File: src/rtl/rom_read_master_pkg.sv
// Shared definitions for the ROM read master: bus widths, FSM state encoding
// and the default timeout depth.
package rom_read_master_pkg;

  localparam int ROM_ADDR_W          = 11;
  localparam int WORD_DATA_W         = 32;
  localparam int ROM_RD_STATE_W      = 2;
  localparam int DEFAULT_TIMEOUT_CYC = 15;

  typedef enum logic [ROM_RD_STATE_W-1:0] {
    ROM_RD_IDLE = 2'd0,
    ROM_RD_ADDR = 2'd1,
    ROM_RD_WAIT = 2'd2
  } rom_rd_state_e;

endpackage

File: src/rtl/rom_read_master_if.sv
// Client request/response and ROM responder signals of the ROM read master.
// The master modport is the initiator's view; slave is the client+ROM side.
interface rom_read_master_if
  import rom_read_master_pkg::*;
#(
  parameter int ADDR_W = ROM_ADDR_W,
  parameter int DATA_W = WORD_DATA_W
);
  logic              req;
  logic [ADDR_W-1:0] req_addr;
  logic              req_ready;
  logic              rd_valid;
  logic [DATA_W-1:0] rd_word;
  logic              err;
  logic              cs_;
  logic              as_;
  logic [ADDR_W-1:0] addr;
  logic [DATA_W-1:0] rd_data;
  logic              rdy_;

  modport master (
    input  req, req_addr, rd_data, rdy_,
    output req_ready, rd_valid, rd_word, err, cs_, as_, addr
  );

  modport slave (
    output req, req_addr, rd_data, rdy_,
    input  req_ready, rd_valid, rd_word, err, cs_, as_, addr
  );
endinterface

File: src/rtl/rom_rd_timeout_cnt.sv
// 8-bit WAIT-state stall counter; tc_o flags the stall cycle that reaches
// TIMEOUT_CYC so the master can abort in that same cycle.
module rom_rd_timeout_cnt
  import rom_read_master_pkg::*;
#(
  parameter int TIMEOUT_CYC = DEFAULT_TIMEOUT_CYC
) (
  input  logic clk,
  input  logic reset,
  input  logic clr_i,
  input  logic inc_i,
  output logic tc_o
);
  logic [7:0] cnt_q, cnt_d;

  always_comb begin
    cnt_d = cnt_q;
    if (clr_i)      cnt_d = '0;
    else if (inc_i) cnt_d = cnt_q + 8'd1;
  end

  always_ff @(posedge clk) begin
    if (reset) cnt_q <= '0;
    else       cnt_q <= cnt_d;
  end

  // Terminal only on a stalled cycle, so rdy_=0 in that cycle always wins.
  assign tc_o = inc_i && (cnt_q == 8'(TIMEOUT_CYC - 1));
endmodule

File: src/rtl/rom_read_master.sv
// Single-word ROM read initiator (IDLE -> ADDR -> WAIT) over the cs_/as_/rdy_
// protocol. Optional WAIT abort is compiled in with ROM_RD_TIMEOUT_EN.
module rom_read_master
  import rom_read_master_pkg::*;
#(
  parameter int ADDR_W      = ROM_ADDR_W,
  parameter int DATA_W      = WORD_DATA_W,
  parameter int TIMEOUT_CYC = DEFAULT_TIMEOUT_CYC
) (
  input logic              clk,
  input logic              reset,
  rom_read_master_if.master bus
);
  rom_rd_state_e     state_q, state_d;
  logic [ADDR_W-1:0] addr_q, addr_d;
  logic [DATA_W-1:0] rd_word_q, rd_word_d;
  logic              rd_valid_q, rd_valid_d;
  logic              cs_n, as_n, req_ready;
  logic              tmo_tc;

  if (TIMEOUT_CYC < 1 || TIMEOUT_CYC > 255) begin : g_bad_timeout
    $error("rom_read_master: TIMEOUT_CYC must be in 1..255");
  end

`ifdef ROM_RD_TIMEOUT_EN
  logic err_q;

  rom_rd_timeout_cnt #(.TIMEOUT_CYC(TIMEOUT_CYC)) u_timeout_cnt (
    .clk   (clk),
    .reset (reset),
    .clr_i (state_q == ROM_RD_ADDR),
    .inc_i ((state_q == ROM_RD_WAIT) && bus.rdy_),
    .tc_o  (tmo_tc)
  );

  always_ff @(posedge clk) begin
    if (reset) err_q <= 1'b0;
    else       err_q <= tmo_tc;
  end

  assign bus.err = err_q;
`else
  assign tmo_tc  = 1'b0;
  assign bus.err = 1'b0;
`endif

  always_comb begin
    // NOTE: every output of this block gets a default first, so no path can infer a latch.
    state_d    = state_q;
    addr_d     = addr_q;
    rd_word_d  = rd_word_q;
    rd_valid_d = 1'b0;
    cs_n       = 1'b1;
    as_n       = 1'b1;
    req_ready  = 1'b0;

    case (state_q)
      ROM_RD_IDLE: begin
        req_ready = 1'b1;
        if (bus.req) begin
          addr_d  = bus.req_addr;
          state_d = ROM_RD_ADDR;
        end
      end
      ROM_RD_ADDR: begin
        cs_n    = 1'b0;
        as_n    = 1'b0;
        state_d = ROM_RD_WAIT;
      end
      ROM_RD_WAIT: begin
        cs_n = 1'b0;
        if (!bus.rdy_) begin
          rd_word_d  = bus.rd_data;
          rd_valid_d = 1'b1;
          req_ready  = 1'b1;
          if (bus.req) begin
            addr_d  = bus.req_addr;
            state_d = ROM_RD_ADDR;
          end else begin
            state_d = ROM_RD_IDLE;
          end
        end else if (tmo_tc) begin
          state_d = ROM_RD_IDLE;
        end
      end
      default: state_d = ROM_RD_IDLE;
    endcase
  end

  // NOTE: sequential state uses non-blocking assignments so all registers update together.
  always_ff @(posedge clk) begin
    if (reset) begin
      state_q    <= ROM_RD_IDLE;
      addr_q     <= '0;
      rd_word_q  <= '0;
      rd_valid_q <= 1'b0;
    end else begin
      state_q    <= state_d;
      addr_q     <= addr_d;
      rd_word_q  <= rd_word_d;
      rd_valid_q <= rd_valid_d;
    end
  end

  assign bus.req_ready = req_ready;
  assign bus.cs_       = cs_n;
  assign bus.as_       = as_n;
  assign bus.addr      = addr_q;
  assign bus.rd_word   = rd_word_q;
  assign bus.rd_valid  = rd_valid_q;
endmodule

File: src/flat_wrapper.sv
// flat-port wrapper written by rule: the top's interface ports become plain ports
module rom_read_master_flat import rom_read_master_pkg::*;
#(
  parameter int ADDR_W      = ROM_ADDR_W,
  parameter int DATA_W      = WORD_DATA_W,
  parameter int TIMEOUT_CYC = DEFAULT_TIMEOUT_CYC
)
  (clk, reset, bus_req, bus_req_addr, bus_rd_data, bus_rdy_, bus_req_ready, bus_rd_valid, bus_rd_word, bus_err, bus_cs_, bus_as_, bus_addr);
  rom_read_master_if #(.ADDR_W(ADDR_W), .DATA_W(DATA_W)) bus_i ();
  input logic clk;
  input logic reset;
  input wire logic [$bits(bus_i.req)-1:0] bus_req;
  input wire logic [$bits(bus_i.req_addr)-1:0] bus_req_addr;
  input wire logic [$bits(bus_i.rd_data)-1:0] bus_rd_data;
  input wire logic [$bits(bus_i.rdy_)-1:0] bus_rdy_;
  output wire logic [$bits(bus_i.req_ready)-1:0] bus_req_ready;
  output wire logic [$bits(bus_i.rd_valid)-1:0] bus_rd_valid;
  output wire logic [$bits(bus_i.rd_word)-1:0] bus_rd_word;
  output wire logic [$bits(bus_i.err)-1:0] bus_err;
  output wire logic [$bits(bus_i.cs_)-1:0] bus_cs_;
  output wire logic [$bits(bus_i.as_)-1:0] bus_as_;
  output wire logic [$bits(bus_i.addr)-1:0] bus_addr;
  assign bus_i.req = bus_req;
  assign bus_i.req_addr = bus_req_addr;
  assign bus_i.rd_data = bus_rd_data;
  assign bus_i.rdy_ = bus_rdy_;
  assign bus_req_ready = bus_i.req_ready;
  assign bus_rd_valid = bus_i.rd_valid;
  assign bus_rd_word = bus_i.rd_word;
  assign bus_err = bus_i.err;
  assign bus_cs_ = bus_i.cs_;
  assign bus_as_ = bus_i.as_;
  assign bus_addr = bus_i.addr;
  rom_read_master #(.ADDR_W(ADDR_W), .DATA_W(DATA_W), .TIMEOUT_CYC(TIMEOUT_CYC)) u_core (.clk(clk), .reset(reset), .bus(bus_i));
endmodule
File: config.mk
export PLATFORM = sky130hd
export DESIGN_NAME = rom_read_master_flat
export DESIGN_NICKNAME = d
export VERILOG_FILES = /design/src/rtl/rom_read_master_pkg.sv /design/src/rtl/rom_read_master_if.sv /design/src/rtl/rom_rd_timeout_cnt.sv /design/src/rtl/rom_read_master.sv /design/src/flat_wrapper.sv
export SDC_FILE = /design/constraint.sdc
export NUM_CORES = 1
export LEC_CHECK = 0
export CELL_PAD_IN_SITES_DETAIL_PLACEMENT = 0
export CELL_PAD_IN_SITES_GLOBAL_PLACEMENT = 1
export CORE_MARGIN = 1.5
export CORE_UTILIZATION = 28
export DETAILED_ROUTE_END_ITERATION = 8
export HOLD_SLACK_MARGIN = 0.06
export PLACE_DENSITY_LB_ADDON = 0.1
export SKIP_CTS_REPAIR_TIMING = 1
export SYNTH_ARGS = -nofsm -noshare
export SYNTH_HDL_FRONTEND = slang
export SYNTH_SLANG_ARGS = --single-unit
export TNS_END_PERCENT = 1
File: constraint.sdc
create_clock -name clk -period 2 [get_ports clk]
set_input_delay 0.4 -clock clk [delete_from_list [all_inputs] [get_ports clk]]
set_output_delay 0.4 -clock clk [all_outputs]
set_load 0.01 [all_outputs]
---- After elaboration in Yosys (flattened, before gate mapping) ----
Index checks and enable logic that the tools add are counted.
operators by class
  bitwise logic cells ..................... 2
  eq/ne operators ......................... 4
  muxes and demuxes ....................... 11
  reduce and logical (&&, ||, !) cells .... 7
operator list
  cell                  count
  $mux W11              2
  $pmux W11 S2          1
  $pmux W2 S3           1
  $reduce_and A2 Y1     3
  $mux W1               4
  $mux W2               2
  $ne A2 B2 Y1 const B  2
  $reduce_or A2 Y1      2
  $eq A2 B1 Y1 const B  1
  $eq A2 B2 Y1 const B  1
  $logic_not A2 Y1      1
  $not A1 Y1            2
  $pmux W1 S2           1
  $reduce_bool A2 Y1    1
word-level totals
  register bits after elaboration ......... 46
  input bits .............................. 47
  word-level logic and storage cells ...... 28
  output and inout bits ................... 48

---- Logic depth before layout (Yosys ltp) ----
  depth in word-level cells ............... 3
  depth in mapped cells ................... 7
  mapped depth without buffers ............ 5

---- Worst setup path after synthesis ----
OpenSTA, ideal clock, no wires.
  path kind ............................... reg-to-reg
  start point ............................. register u_core.state_q[0]
  end point ............................... register u_core.addr_q[0], in the netlist u_core.bus.addr[0]
  setup slack ............................. 608 ps
  required time ........................... 1,928 ps
  path buffers ............................ 1
  cell stages (with the launch flop) ...... 7
  clock period less this slack ............ 1,392 ps
  arrival time ............................ 1,320 ps
  library setup time ...................... 72 ps
  cell sequence ........................... dfxtp_1 -> inv_1 -> ha_1 -> nand2_2 -> o211a_2 -> buf_6 -> mux2i_1
on the way
  longest elaborated chain between the ends .. 3
  elaborated cells on any way between the ends .. 6
  classes of those cells .................. eq/ne (2); mux (1); reduce/logical (3)
ends and longest elaborated chain
  item                                                                        RTL line               text
  start: declaration                                                          rom_read_master.sv:14  rom_rd_state_e state_q, state_d;
  start signal: assignment                                                    rom_read_master.sv:98  state_q <= state_d;
  $eq A2 B2 Y1 / $logic_not A2 Y1 (equally long branches)                     rom_read_master.sv:57  case (state_q)
  $ne A2 B2 Y1 (no source line) / $reduce_bool A2 Y1 (equally long branches)  --
  $reduce_and A2 Y1 (no source line)                                          --
  end signal: assignment                                                      rom_read_master.sv:99  addr_q <= addr_d;
  end: declaration                                                            rom_read_master.sv:15  logic [ADDR_W-1:0] addr_q, addr_d;
Parallel ways exist; a longest one is shown, timed or not.
A chain may end at the register's enable or synchronous reset.

---- Final worst setup path ----
  start point ............................. register u_core.state_q[1]
  end point ............................... output port bus_as_
on the way
  longest elaborated chain between the ends .. 2
ends and longest elaborated chain
  item              RTL line               text
  $eq A2 B1 Y1      rom_read_master.sv:57
  $mux W1           rom_read_master.sv:57
  end: declaration  flat_wrapper.sv:21     output wire logic [$bits(bus_i.as_)-1:0] bus_as_;
No other way between the ends.

==> run summary <==
====================================================================================================
Number of top-level pins                                                                          95
Number of buffer cells added on primary ports                                                     93
Seq/Total Area, Yosys                                                                         0.4946
Inserted Diodes                                                                                    0
Setup repair after global routing missed its margin                                            false
Total nets after synthesis                                                                       269
Post-synthesis xor/xnor area fraction                                                              0
Per-cell via count in the routed design                                                        4.348
Fmax                                                                                       537.3 MHz
Post-Syn Area                                                                               1862 um2
Post-layout minimum cycle time                                                               1861 ps
Initial antenna violation count                                                                    0
Leftover overflow at the end of global routing                                                     0
Portion of the clock cycle consumed by the worst path in the final layout                     0.9306
Final Hold Slack                                                                            455.8 ps
Number of detailed-route iterations in the first pass                                              4
Dpl cell area                                                                               2825 um2
Synth Area in Adders                                                                         0.04032
Number of filler cells placed in the layout                                                      651
Clock tree from TritonCTS                                                                       done
Remaining routing DRC violations                                                                   0
Root cell of the clock tree                                                             sky130_fd_sc_hd__clkbuf_8
Static leakage power                                                                        1.046 nW
Complex-gate fraction of the synthesized area                                                 0.1102
Number of DRC violations after detailed-routing iteration 0                                       33
Count of different cell masters after synthesis                                                   21
Average routed wire per standard cell                                                       12.06 um
Synthesized area per cell                                                                  8.619 um2
Buffer depth of the longest clock path                                                             2
Total global-route track usage                                                                0.1299
Startpoint types                                                                           flip-flop
Cell Rows                                                                                         29
Setup CP Type                                                                                reg2out
Hold/Removal Path Class                                                                      reg2reg
Total clock buffers created by CTS                                                                 5
Half-perimeter wire length of the detailed placement result                                 3.110 mm
Data required time at the worst endpoint                                                     1600 ps
Power per cell area                                                                     830.9 nW/um2
Number of endpoints with negative hold slack in the final report                                   0
First-pass GRT wire length                                                                  7.438 mm
Die Span X                                                                                  84.54 um
Transition time at the pin with the least slew margin                                       598.6 ps
P&R area growth vs syn                                                                        56.38%
Total area of multi-input combinational cells                                              819.5 um2
Count of final max-slew check failures                                                             0
Synthesis Warnings                                                                                 0
Clk Latency, worst-skew pair                                                                  290 ps
Pin count of the biggest net entering global routing                                              40
Nature of the critical path endpoint                                                     output port
Layout Skew                                                                                 5.101 ps
Via count of the first global-routing pass                                                      1577
Global placer's final weighted congestion                                                     0.7443
Seq. cell area                                                                             923.4 um2
Clock net sink count                                                                              46
Clock-pin slew reported for the worst setup and hold paths after clock tree synthesis          80 ps
Largest voltage drop on the vdd net                                                         525.5 uV
Share of cells above drive strength 1                                                        0.05902
Area of the die                                                                             7147 um2
Total number of vias                                                                            1661
Cells after synthesis                                                                            216
Worst max-slew margin expressed relative to the limit                                         0.6009
Share of synthesized cell area in and, or, nand and nor gates                                 0.2272
Portion of netlist area occupied by mux cells                                                0.05914
H-tree depth                                                                                       2
Dominant combinational cell family by area after synthesis                              simple AND/OR/NAND/NOR gates
Outcome                                                                                 complete, no violations
Wire length after detailed routing                                                          4.606 mm
Antenna Violating Nets Remaining                                                                   0
Fin area                                                                                    2912 um2
Register bit total from synthesis                                                                 46
Chip height                                                                                 84.54 um
Core area                                                                                   6386 um2
Number of maximum-capacitance constraint violations                                                0
WP data arrival                                                                              1460 ps
Final Setup Violations                                                                             0
Final net count                                                                                  358
Biggest fanout along the worst timing path                                                         5
Starting density of the core                                                                  0.2915
====================================================================================================
## flip-flops by register name (all words and copies together) (netlist names)
name / flops
u_core.bus.rd_word: 32
u_core.bus.rd_valid: 1
u_core.state_q: 2
u_core.bus.addr: 11
## layer usage
layer,vias up,part of all wire,wire length (um),GRT usage
met2,53,0.47,2176,0.2136
li1,862,-,-,-
met4,0,0.012,57,0.04399
met1,741,0.45,2074,0.1640
met5,-,0,0,0
met3,5,0.064,297,0.03638
## cell usage after synthesis
library cell	number	area share
sky130_fd_sc_hd__inv_1	4	0.0081
sky130_fd_sc_hd__clkbuf_1	2	0.0040
sky130_fd_sc_hd__o41ai_1	1	0.0047
sky130_fd_sc_hd__buf_4	3	0.012
sky130_fd_sc_hd__nor2_1	1	0.0020
sky130_fd_sc_hd__a21o_1	1	0.0040
sky130_fd_sc_hd__dfxtp_1	46	0.49
sky130_fd_sc_hd__nand3_1	1	0.0027
sky130_fd_sc_hd__buf_6	4	0.024
sky130_fd_sc_hd__o211a_2	1	0.0054
sky130_fd_sc_hd__conb_1	1	0.0020
sky130_fd_sc_hd__mux2i_1	11	0.059
sky130_fd_sc_hd__nand2b_1	25	0.084
sky130_fd_sc_hd__and2b_1	1	0.0040
sky130_fd_sc_hd__nand2_1	65	0.13
sky130_fd_sc_hd__a211o_1	1	0.0047
sky130_fd_sc_hd__a21oi_1	34	0.091
sky130_fd_sc_hd__ha_1	6	0.040
sky130_fd_sc_hd__nand2_2	1	0.0034
sky130_fd_sc_hd__buf_2	6	0.016
sky130_fd_sc_hd__buf_1	1	0.0020
## area by class of cell
type | instances | share of cell area
flip-flops and latches | 46 | 0.3171
multi-input cells | 150 | 0.2815
well taps | 77 | 0.03309
inverters | 4 | 0.005157
repair buffers | 98 | 0.3369
clock buffers | 7 | 0.02621
## stage by stage
step	TNS, ps	total power, mW	setup WS (ps)	cells	utilization
2_1_floorplan	0	1.520	608.2	216	-
3_3_place_gp	0	1.915	30.90	375	0.4424
3_5_place_dp	0	1.912	23.49	375	0.4424
4_1_cts	-268.7	2.464	-168.1	382	0.4544
5_1_grt	0	2.579	49.49	382	0.4559
6_report	0	2.419	138.8	382	0.4559
## layout by cell type (no fill, tap or decap), drive strengths merged
master,Yosys,routed
a211o,1,1
a21o,1,1
a21oi,34,34
and2b,1,1
buf,14,6
clkbuf,2,7
clkdlybuf4s50,0,90
conb,1,1
dfxtp,46,46
dlymetal6s2s,0,2
ha,6,6
inv,4,4
mux2i,11,11
nand2,66,66
nand2b,25,25
nand3,1,1
nor2,1,1
o211a,1,1
o41ai,1,1
## worst max-delay path, cell delays in order, from the launching register on
cell and delay (ps):
sky130_fd_sc_hd__dfxtp_2 360, sky130_fd_sc_hd__inv_2 70, sky130_fd_sc_hd__ha_1 180, sky130_fd_sc_hd__inv_1 50, sky130_fd_sc_hd__clkdlybuf4s50_1 520
## kinds of logic after synthesis
group / count (synthesis)
compound gates: 38
fa+ha+maj: 6
buf+inv: 20
flops: 46
mux: 11
other cells: 1
simple gates: 94
## report_power, final
group | switching (mW) | internal (mW) | total (mW)
Sequential | 0.0612 | 1.03 | 1.09
Combinational | 0.356 | 0.439 | 0.795
Clock | 0.297 | 0.241 | 0.538
Total | 0.714 | 1.71 | 2.42
## final timing paths
| path | from | to | slack, ps | cells after the start |
|---|---|---|---|---|
| setup / recovery | u_core.state_q[1] | bus_as_ | 140 | 4 |
| hold / removal | u_core.bus.rd_word[9] | u_core.bus.rd_word[9] | 460 | 2 |
| setup reg to reg | u_core.state_q[0] | u_core.bus.addr[7] | 490 | 5 |
| hold reg to reg | u_core.bus.rd_word[9] | u_core.bus.rd_word[9] | 460 | 2 |
Note: power is estimated with default switching activity, not from simulation.
